<file path="config.mk">
export PLATFORM = sky130hd
export DESIGN_NAME = freq_gate_sequencer
export DESIGN_NICKNAME = d
export VERILOG_FILES = /design/src/rtl/freq_gate_sequencer.sv
export SDC_FILE = /design/constraint.sdc
export NUM_CORES = 1
export LEC_CHECK = 0
export CAP_MARGIN = 5
export CORE_MARGIN = 4
export CORE_UTILIZATION = 51
export CTS_CLUSTER_SIZE = 25
export DETAILED_ROUTE_END_ITERATION = 8
export PLACE_DENSITY_LB_ADDON = 0.15
export REMOVE_ABC_BUFFERS = 1
export SLEW_MARGIN = 10
export SYNTH_ARGS = -nofsm -noshare
export SYNTH_HDL_FRONTEND = slang
export SYNTH_SLANG_ARGS = --single-unit
export TNS_END_PERCENT = 20
</file>
<file path="constraint.sdc">
create_clock -name clk -period 4.6 [get_ports clk]
set_input_delay 0.69 -clock clk [delete_from_list [all_inputs] [get_ports clk]]
set_output_delay 0.69 -clock clk [all_outputs]
set_load 0.005 [all_outputs]
</file>
<file path="src/rtl/freq_gate_sequencer.sv">
// Gate sequencer and auto-ranger wrapped around a frequency_counter.
// Arms the counter, drops stale samples and publishes one result per measurement.
module freq_gate_sequencer #(
  parameter int          GATE_MIN_LOG2 = 10,
  parameter int          GATE_MAX_LOG2 = 27,
  parameter logic [31:0] CNT_LO        = 32'd1000,
  parameter logic [31:0] CNT_HI        = 32'h2000_0000,
  parameter int          ARM_CYCLES    = 4,
  parameter int          DISCARD       = 1,
  parameter int          TO_SLACK      = 64
) (
  input  logic        clk,
  input  logic        rst,
  input  logic        start,
  input  logic        stop,
  input  logic        continuous,
  input  logic        auto_range,
  input  logic [4:0]  gate_log2_init,
  output logic [31:0] fc_Ncycles,
  output logic        fc_rst,
  input  logic [31:0] fc_count_tdata,
  input  logic        fc_count_tvalid,
  output logic [31:0] result,
  output logic [4:0]  result_gate_log2,
  output logic        result_valid,
  output logic        busy,
  output logic        err
);

  localparam logic [1:0] S_IDLE = 2'd0;
  localparam logic [1:0] S_ARM  = 2'd1;
  localparam logic [1:0] S_WAIT = 2'd2;
  localparam logic [1:0] S_EVAL = 2'd3;

  localparam logic [4:0]  GMIN     = 5'(GATE_MIN_LOG2);
  localparam logic [4:0]  GMAX     = 5'(GATE_MAX_LOG2);
  localparam logic [7:0]  ARM_LAST = 8'(ARM_CYCLES - 1);
  localparam logic [7:0]  DISC_N   = 8'(DISCARD);
  localparam logic [31:0] SLACK    = 32'(TO_SLACK);

  logic [1:0]  state, state_n;
  logic [4:0]  gate, gate_n;
  logic        cont, cont_n;
  logic        auto_r, auto_n;
  logic        stop_pend, stop_pend_n;
  logic [7:0]  arm_cnt, arm_cnt_n;
  logic [7:0]  disc_cnt, disc_cnt_n;
  logic [31:0] timer, timer_n;
  logic [31:0] sample, sample_n;
  logic        publish;
  logic        err_set;
  logic        err_clr;

  logic [4:0]  init_cl;
  logic [31:0] limit;
  logic [31:0] timer_inc;

  assign init_cl = (gate_log2_init < GMIN) ? GMIN :
                   (gate_log2_init > GMAX) ? GMAX :
                   gate_log2_init;

  // Timeout allows two full gates plus slack before giving up.
  assign limit     = (32'd1 << (gate + 5'd1)) + SLACK;
  assign timer_inc = timer + 32'd1;

  always_comb begin
    state_n     = state;
    gate_n      = gate;
    cont_n      = cont;
    auto_n      = auto_r;
    stop_pend_n = stop_pend;
    arm_cnt_n   = arm_cnt;
    disc_cnt_n  = disc_cnt;
    timer_n     = timer;
    sample_n    = sample;
    publish     = 1'b0;
    err_set     = 1'b0;
    err_clr     = 1'b0;
    unique case (state)
      S_IDLE: begin
        stop_pend_n = 1'b0;
        if (start && !stop) begin
          cont_n    = continuous;
          auto_n    = auto_range;
          gate_n    = init_cl;
          err_clr   = 1'b1;
          arm_cnt_n = 8'd0;
          state_n   = S_ARM;
        end
      end
      S_ARM: begin
        if (stop) stop_pend_n = 1'b1;
        if (arm_cnt == ARM_LAST) begin
          if (stop_pend || stop) begin
            stop_pend_n = 1'b0;
            state_n     = S_IDLE;
          end else begin
            disc_cnt_n = 8'd0;
            timer_n    = 32'd0;
            state_n    = S_WAIT;
          end
        end else begin
          arm_cnt_n = arm_cnt + 8'd1;
        end
      end
      S_WAIT: begin
        if (stop) begin
          state_n = S_IDLE;
        end else if (fc_count_tvalid && disc_cnt >= DISC_N) begin
          sample_n = fc_count_tdata;
          state_n  = S_EVAL;
        end else begin
          if (fc_count_tvalid) disc_cnt_n = disc_cnt + 8'd1;
          if (timer_inc == limit) begin
            err_set = 1'b1;
            state_n = S_IDLE;
          end else begin
            timer_n = timer_inc;
          end
        end
      end
      S_EVAL: begin
        stop_pend_n = stop_pend || stop;
        if (auto_r && sample < CNT_LO && gate < GMAX) begin
          gate_n    = gate + 5'd1;
          arm_cnt_n = 8'd0;
          state_n   = S_ARM;
        end else if (auto_r && sample > CNT_HI && gate > GMIN) begin
          gate_n    = gate - 5'd1;
          arm_cnt_n = 8'd0;
          state_n   = S_ARM;
        end else begin
          publish = 1'b1;
          // Continuous mode keeps the counter running: no re-arm, no discard.
          if (cont && !stop && !stop_pend) begin
            timer_n = 32'd0;
            state_n = S_WAIT;
          end else begin
            stop_pend_n = 1'b0;
            state_n     = S_IDLE;
          end
        end
      end
      default: state_n = S_IDLE;
    endcase
  end

  always_ff @(posedge clk) begin
    if (!rst) begin
      state            <= S_IDLE;
      gate             <= GMIN;
      cont             <= 1'b0;
      auto_r           <= 1'b0;
      stop_pend        <= 1'b0;
      arm_cnt          <= 8'd0;
      disc_cnt         <= 8'd0;
      timer            <= 32'd0;
      sample           <= 32'd0;
      fc_Ncycles       <= 32'd1 << GMIN;
      fc_rst           <= 1'b0;
      result           <= 32'd0;
      result_gate_log2 <= 5'd0;
      result_valid     <= 1'b0;
      busy             <= 1'b0;
      err              <= 1'b0;
    end else begin
      state        <= state_n;
      gate         <= gate_n;
      cont         <= cont_n;
      auto_r       <= auto_n;
      stop_pend    <= stop_pend_n;
      arm_cnt      <= arm_cnt_n;
      disc_cnt     <= disc_cnt_n;
      timer        <= timer_n;
      sample       <= sample_n;
      fc_Ncycles   <= 32'd1 << gate_n;
      // Counter stays out of reset through EVAL so continuous mode never re-arms.
      fc_rst       <= (state_n == S_WAIT) || (state_n == S_EVAL);
      busy         <= (state_n != S_IDLE);
      result_valid <= publish;
      if (publish) begin
        result           <= sample;
        result_gate_log2 <= gate;
      end
      if (err_clr)      err <= 1'b0;
      else if (err_set) err <= 1'b1;
    end
  end

endmodule

</file>
==> metrics.csv, run 1 <==
metric;value;unit
Pwr Density;312;nW/um^2
Pre-antenna DRT Iters;5;
Setup crit start kind;flop;
Die Y-Extent;139;um
Via Count;8497;
fin crit share;92.1;%
Hold Vio Cnt, Final;0;
Worst IR Drop VDD;0.000275;V
FF+latch count, synth;163;
Hold Crit Depth;2;
post-detail-place hpwl;17600;um
Worst-path clk slew;70;ps
CP Data Arrival Time;4580;ps
Async SR Flop Fraction;0;%
CTS tree;built;
DR WL/cell;17.6;um
Worst-Skew Late Latency;440;ps
hold_buf cts;0;
Routed Wire Length;25200;um
Synthesis Warnings;0;
worst-path cell chain;ha_1 -> nor2b_1 -> a31oi_1 -> nor2_1 -> and2_1 -> ha_1 -> xor2_1 -> nor2_1 -> and3_1 -> a211oi_1 -> a211oi_1 -> nand4_1 -> nor3b_4 -> or3_1 -> buf_4 -> o32ai_1;
Max Slew Vio Count;0;
row count;47;
R2R setup slack;360;ps
first-pass GRT wire length;41100;um
top_reg_cell synth;dfxtp_1;
post_cts resized;0;
Crit Path Category;reg2reg;
status;complete, no violations;
Remaining Overflow, GRT;0;
commonest non-fill, non-tap cell in the layout;nand2_1;
Setup Viol. Count Final;0;
Initial Utilization;52.4;%
largest net degree at the start of global routing;93;
clk root buf;clkbuf_16;
FMAX;236;MHz
RSZ-0062 raised after global routing;false;
Post-Syn Instances;1113;
total CTS buffers;17;
Sink Count;163;
Synth Cell Area;8710;um^2
Avg Synthesized Cell Area;7.83;um^2
IO Pins;117;
Leakage;3.63;nW
max incr delay on CP;620;ps
crit path time final;4240;ps
crit path max fanout;20;
worst-case reg-to-reg path depth;16;
sequential share of the synthesized area;37.4;%
Post-CTS Setup Inserts;0;
DRT iter0 DRCs;715;
CP max stage cell;dfxtp_1;
vias in the first global route;7996;
layout cells sized above 1;6.84;%
WHS Endpoint;result[13];
actual slew at the worst max-slew pin;1130;ps
initial antenna violation count;0;
PortBufs;116;
Final ANT Viol Nets;0;
total die area;19200;um^2
Slew HR;24.6;%
Die W;139;um
number of distinct library cells after synthesis;81;
clk_skew;16.4;ps
number of synthesized flops with an enable pin;0;
CTS max path bufs;2;
HP Class;reg2reg;
DRC Markers;0;
FF-to-FF End;timer[2];
most frequent cells in the layout;nand2_1 (201), dfxtp_1 (163), a21oi_1 (124);
number of antenna diodes;0;
Post-Place Cell Area;10000;um^2
crit end category;flop;
worst hold start;result[13];
Area Overhead vs Synth;22.1;%
Max H-tree Level;4;
Maximum Capacitance Violations;0;
vias per cell;5.93;
final net count;1261;
fin area;10600;um^2
Worst EP required;4940;ps
setup_tns;0;ps
worst reg2reg startpoint;gate[0];
Total Routing Usage GR;25.7;%
Placer Congestion;1.02;
core area;16600;um^2
-- state kept, by name, indices dropped and copies added (netlist names), 2 cells and up --
register,count
result_gate_log2,5
fc_Ncycles,32
result,32
arm_cnt,8
state,2
sample,32
gate,5
timer,32
disc_cnt,8
-- logic make-up after synthesis --
family | count (synthesis) | synth area share [%]
AOI/OAI and AO/OA | 275 | 19.8
xor gates and xnor gates | 48 | 6.26
buffers and inverters | 104 | 5.03
DFF | 163 | 37.4
adders and majority gates | 16 | 2.30
muxes | 5 | 0.589
and+or+nand+nor | 502 | 28.6
-- stage by stage --
step	cells	total power [mW]	util (%)	hold WS, ps	setup WS, ps
floorplan	1038	1.73	-	432	189
global placement	1399	1.89	60.2	441	483
detailed placement	1399	1.90	60.2	446	379
CTS	1431	3.33	63.8	455	293
global route	1434	3.44	63.9	475	55.1
finish	1434	3.32	63.9	455	364
-- per-layer routing --
layer | global-route usage (%) | wire length [um] | vias up
met3 | 6.62 | 1990 | 44
met2 | 41.4 | 11700 | 317
li1 | - | - | 4146
met4 | 7.93 | 529 | 0
met1 | 33.9 | 11100 | 3990
met5 | 0 | 0 | -
-- cells in the mapped netlist (15+ instances only) --
master    number  area share (%)
xnor2_1       26             2.6
nand3_1       28             1.6
clkbuf_1      44             1.9
o211ai_1      20             1.7
ha_1          16             2.3
nor3_1        19             1.1
nor2_1        96             4.1
nand2_1      201             8.7
inv_1         28             1.2
and2_1        15             1.1
a31oi_1       18             1.3
nand4_1       25             1.8
dfxtp_1      163              37
or3_1         15             1.1
a21oi_1      124             7.1
o21ai_0       25             1.4
buf_2         16            0.92
-- worst max-delay path, delay by kind of cell, from the launching register on --
family          cells  cell delay [ps]
simple gates        8             1370
compound gates      4              960
fa+ha+maj           2              680
flops               1              620
xor+xnor            1              270
buf+inv             1              230
-- how the worst max path moves through the flow --
stage	startpoint	to	slack (ps)	cells after the start
2_1_floorplan	gate[4]	arm_cnt[5]	190	10
3_3_place_gp	gate[0]	timer[28]	480	16
3_5_place_dp	gate[0]	timer[21]	380	16
4_1_cts	gate[0]	timer[2]	290	16
5_1_grt	gate[0]	timer[9]	60	16
6_report	gate[0]	timer[2]	360	16
-- where the power goes --
part | internal [mW] | leakage (nW) | switching [mW] | total [mW]
Clock | 0.737 | 0.292 | 0.709 | 1.45
Combinational | 0.163 | 2.03 | 0.255 | 0.418
Sequential | 1.43 | 1.31 | 0.0227 | 1.45
Total | 2.33 | 3.63 | 0.987 | 3.32
-- layout make-up --
type	instances	area [um^2]
timing repair buffer	144	1370
sequential	163	3260
tap	220	275
clock inverter	15	176
inverter	29	109
multi-input combinational	846	5020
clock buffer	17	425
fill	1407	6000
Note: power is estimated with default switching activity, not from simulation.
==> run 2: changes to the inputs <==
--- a/config.mk
+++ b/config.mk
@@ -10,9 +10,9 @@
 export CORE_UTILIZATION = 51
 export CTS_CLUSTER_SIZE = 25
 export DETAILED_ROUTE_END_ITERATION = 8
+export GPL_TIMING_DRIVEN = 1
 export PLACE_DENSITY_LB_ADDON = 0.15
 export REMOVE_ABC_BUFFERS = 1
-export SLEW_MARGIN = 10
 export SYNTH_ARGS = -nofsm -noshare
 export SYNTH_HDL_FRONTEND = slang
 export SYNTH_SLANG_ARGS = --single-unit
==> results of run 2 <==
No change in the layout: final DEF, timing and power equal those of run 1.
==> run 3: changes to the inputs <==
--- a/config.mk
+++ b/config.mk
@@ -13,6 +13,7 @@
 export GPL_TIMING_DRIVEN = 1
 export PLACE_DENSITY_LB_ADDON = 0.15
 export REMOVE_ABC_BUFFERS = 1
+export SKIP_CTS_REPAIR_TIMING = 1
 export SYNTH_ARGS = -nofsm -noshare
 export SYNTH_HDL_FRONTEND = slang
 export SYNTH_SLANG_ARGS = --single-unit
==> constraint.sdc (replaced) <==
create_clock -name clk -period 4.6 [get_ports clk]
set_input_delay 0.92 -clock clk [delete_from_list [all_inputs] [get_ports clk]]
set_output_delay 0.92 -clock clk [all_outputs]
set_load 0.005 [all_outputs]
==> metrics.csv, run 3 (synthesis gave the netlist of run 1 again) <==
metric;value;unit;change
status;complete, no violations;;
Core Util, Final;63.7;%;-0.25 points
clk_skew;11.3;ps;-5.10 ps
post-detail-place hpwl;17300;um;-1.8%
setup_tns;0;ps;unchanged
Initial Utilization;52.4;%;unchanged
most frequent cells in the layout;nand2_1 (201), dfxtp_1 (163), a21oi_1 (124);;
fin crit share;90.2;%;-1.9 points
DRT iter0 DRCs;794;;+11%
Max Slew Vio Count;0;;unchanged
vias per cell;5.89;;-0.68%
Leakage;3.61;nW;-0.72%
Routed Wire Length;24600;um;-2.4%
actual slew at the worst max-slew pin;1050;ps;-78.6 ps
Die Y-Extent;139;um;unchanged
CP Data Arrival Time;4490;ps;-90 ps
met3 WL;1930;um;-2.7%
total die area;19200;um^2;unchanged
Sink Count;163;;unchanged
pre-CTS setup slack;596;ps;+217 ps
layout cells sized above 1;6.45;%;-0.39 points
CTS max path bufs;2;;unchanged
DRC Markers;0;;unchanged
first-pass GRT wire length;40000;um;-2.6%
R2R setup slack;450;ps;+90 ps
FMAX;241;MHz;+2.1%
Via Count;8416;;-0.95%
Final ANT Viol Nets;0;;unchanged
FF-to-FF End;timer[4];;
Remaining Overflow, GRT;0;;unchanged
crit path max fanout;17;;-15%
largest net degree at the start of global routing;62;;-33%
HP Class;reg2reg;;
Pre-antenna DRT Iters;7;;+2
Setup Viol. Count Final;0;;unchanged
crit end category;flop;;
CTS tree;built;;
core area;16600;um^2;unchanged
PortBufs;116;;unchanged
DRT met1 WL;11000;um;-0.60%
IO Pins;117;;unchanged
worst-case reg-to-reg path depth;16;;unchanged
Max H-tree Level;4;;unchanged
total CTS buffers;17;;unchanged
Slew HR;29.9;%;+5.3 points
initial antenna violation count;1;;+1
Setup crit start kind;flop;;
Area Overhead vs Synth;21.6;%;
DR WL/cell;17.2;um;-2.2%
Total Routing Usage GR;24.9;%;-0.76 points
Maximum Capacitance Violations;0;;unchanged
crit path time final;4150;ps;-86.9 ps
Pwr Density;312;nW/um^2;+0.10%
Top Metal Used;met4;;
Post-Place Cell Area;10000;um^2;-0.15%
clk root buf;clkbuf_16;;
row count;47;;unchanged
Die W;139;um;unchanged
Worst-path clk slew;70;ps;about the same
RSZ-0062 raised after global routing;false;;
wire length on met2;11300;um;-3.3%
Worst EP required;4940;ps;about the same
vias in the first global route;7731;;-3.3%
Placer Congestion;0.998;;-1.7%
Worst-Skew Late Latency;430;ps;about the same
worst hold start;result[16];;
commonest non-fill, non-tap cell in the layout;nand2_1;;
WHS Endpoint;result[16];;
Hold Vio Cnt, Final;0;;unchanged
fill count;1487;;+5.7%
worst reg2reg startpoint;gate[1];;
fin area;10600;um^2;-0.39%
final net count;1256;;-0.40%
Crit Path Category;reg2reg;;
post-layout worst setup margin;451;ps;+86.9 ps
hold_ws;453;ps;-1.13 ps
Worst IR Drop VDD;0.000283;V;+3.1%
Hold Crit Depth;2;;unchanged
[run 3: worst max-delay path by stage]
| stage | from | end | slack, ps | depth (start not counted) |
|---|---|---|---|---|
| 2_1_floorplan | gate[4] | arm_cnt[5] | 190 | 10 |
| 3_3_place_gp | gate[1] | timer[3] | 730 | 15 |
| 3_5_place_dp | gate[1] | timer[3] | 600 | 16 |
| 4_1_cts | gate[1] | timer[3] | 550 | 16 |
| 5_1_grt | gate[1] | timer[2] | 140 | 16 |
| 6_report | gate[1] | timer[4] | 450 | 16 |
[run 3: layout make-up]
class / instances / area [um^2] / share of cell area [%]
well taps: 220 / 275 / 2.60
repair buffers: 139 / 1330 / 12.6
multi-input cells: 846 / 5020 / 47.4
clock inverters: 14 / 156 / 1.48
clock buffers: 18 / 439 / 4.14
diodes: 1 / 2.50 / 0.0236
inverters: 29 / 109 / 1.03
flip-flops and latches: 163 / 3260 / 30.8
[run 3: per-stage QoR]
step / instances / total power, mW
3_3_place_gp: 1397 / 1.89
4_1_cts: 1429 / 3.33
5_1_grt: 1430 / 3.44
2_1_floorplan: 1038 / 1.73
6_report: 1430 / 3.31
3_5_place_dp: 1397 / 1.90
[run 3: metal layers]
metal,global-route usage [%],vias to the layer above
li1,-,4140
met1,34.6,3933
met2,38.9,303
met3,5.72,40
met4,7.42,0
met5,0,-
[run 3: worst max-delay path, stage by stage, from the launching register on]
cell      delay [ps]
dfxtp_1          640
ha_1             360
nor2b_1           80
a31oi_1          360
nor2_1           140
and2_1           190
ha_1             220
xor2_1           150
xnor2_1          140
xnor2_1          200
nand2_1           80
nor4_1           300
nand4_1          270
nor3b_4          280
buf_4            260
o311ai_0         150
a31oi_1          220
[run 3: where the power goes]
| group | leakage, nW | total, mW | switching [mW] | internal, mW |
|---|---|---|---|---|
| Clock | 0.293 | 1.44 | 0.649 | 0.789 |
| Sequential | 1.31 | 1.46 | 0.0284 | 1.43 |
| Combinational | 2.00 | 0.411 | 0.249 | 0.162 |
| Total | 3.61 | 3.31 | 0.926 | 2.38 |
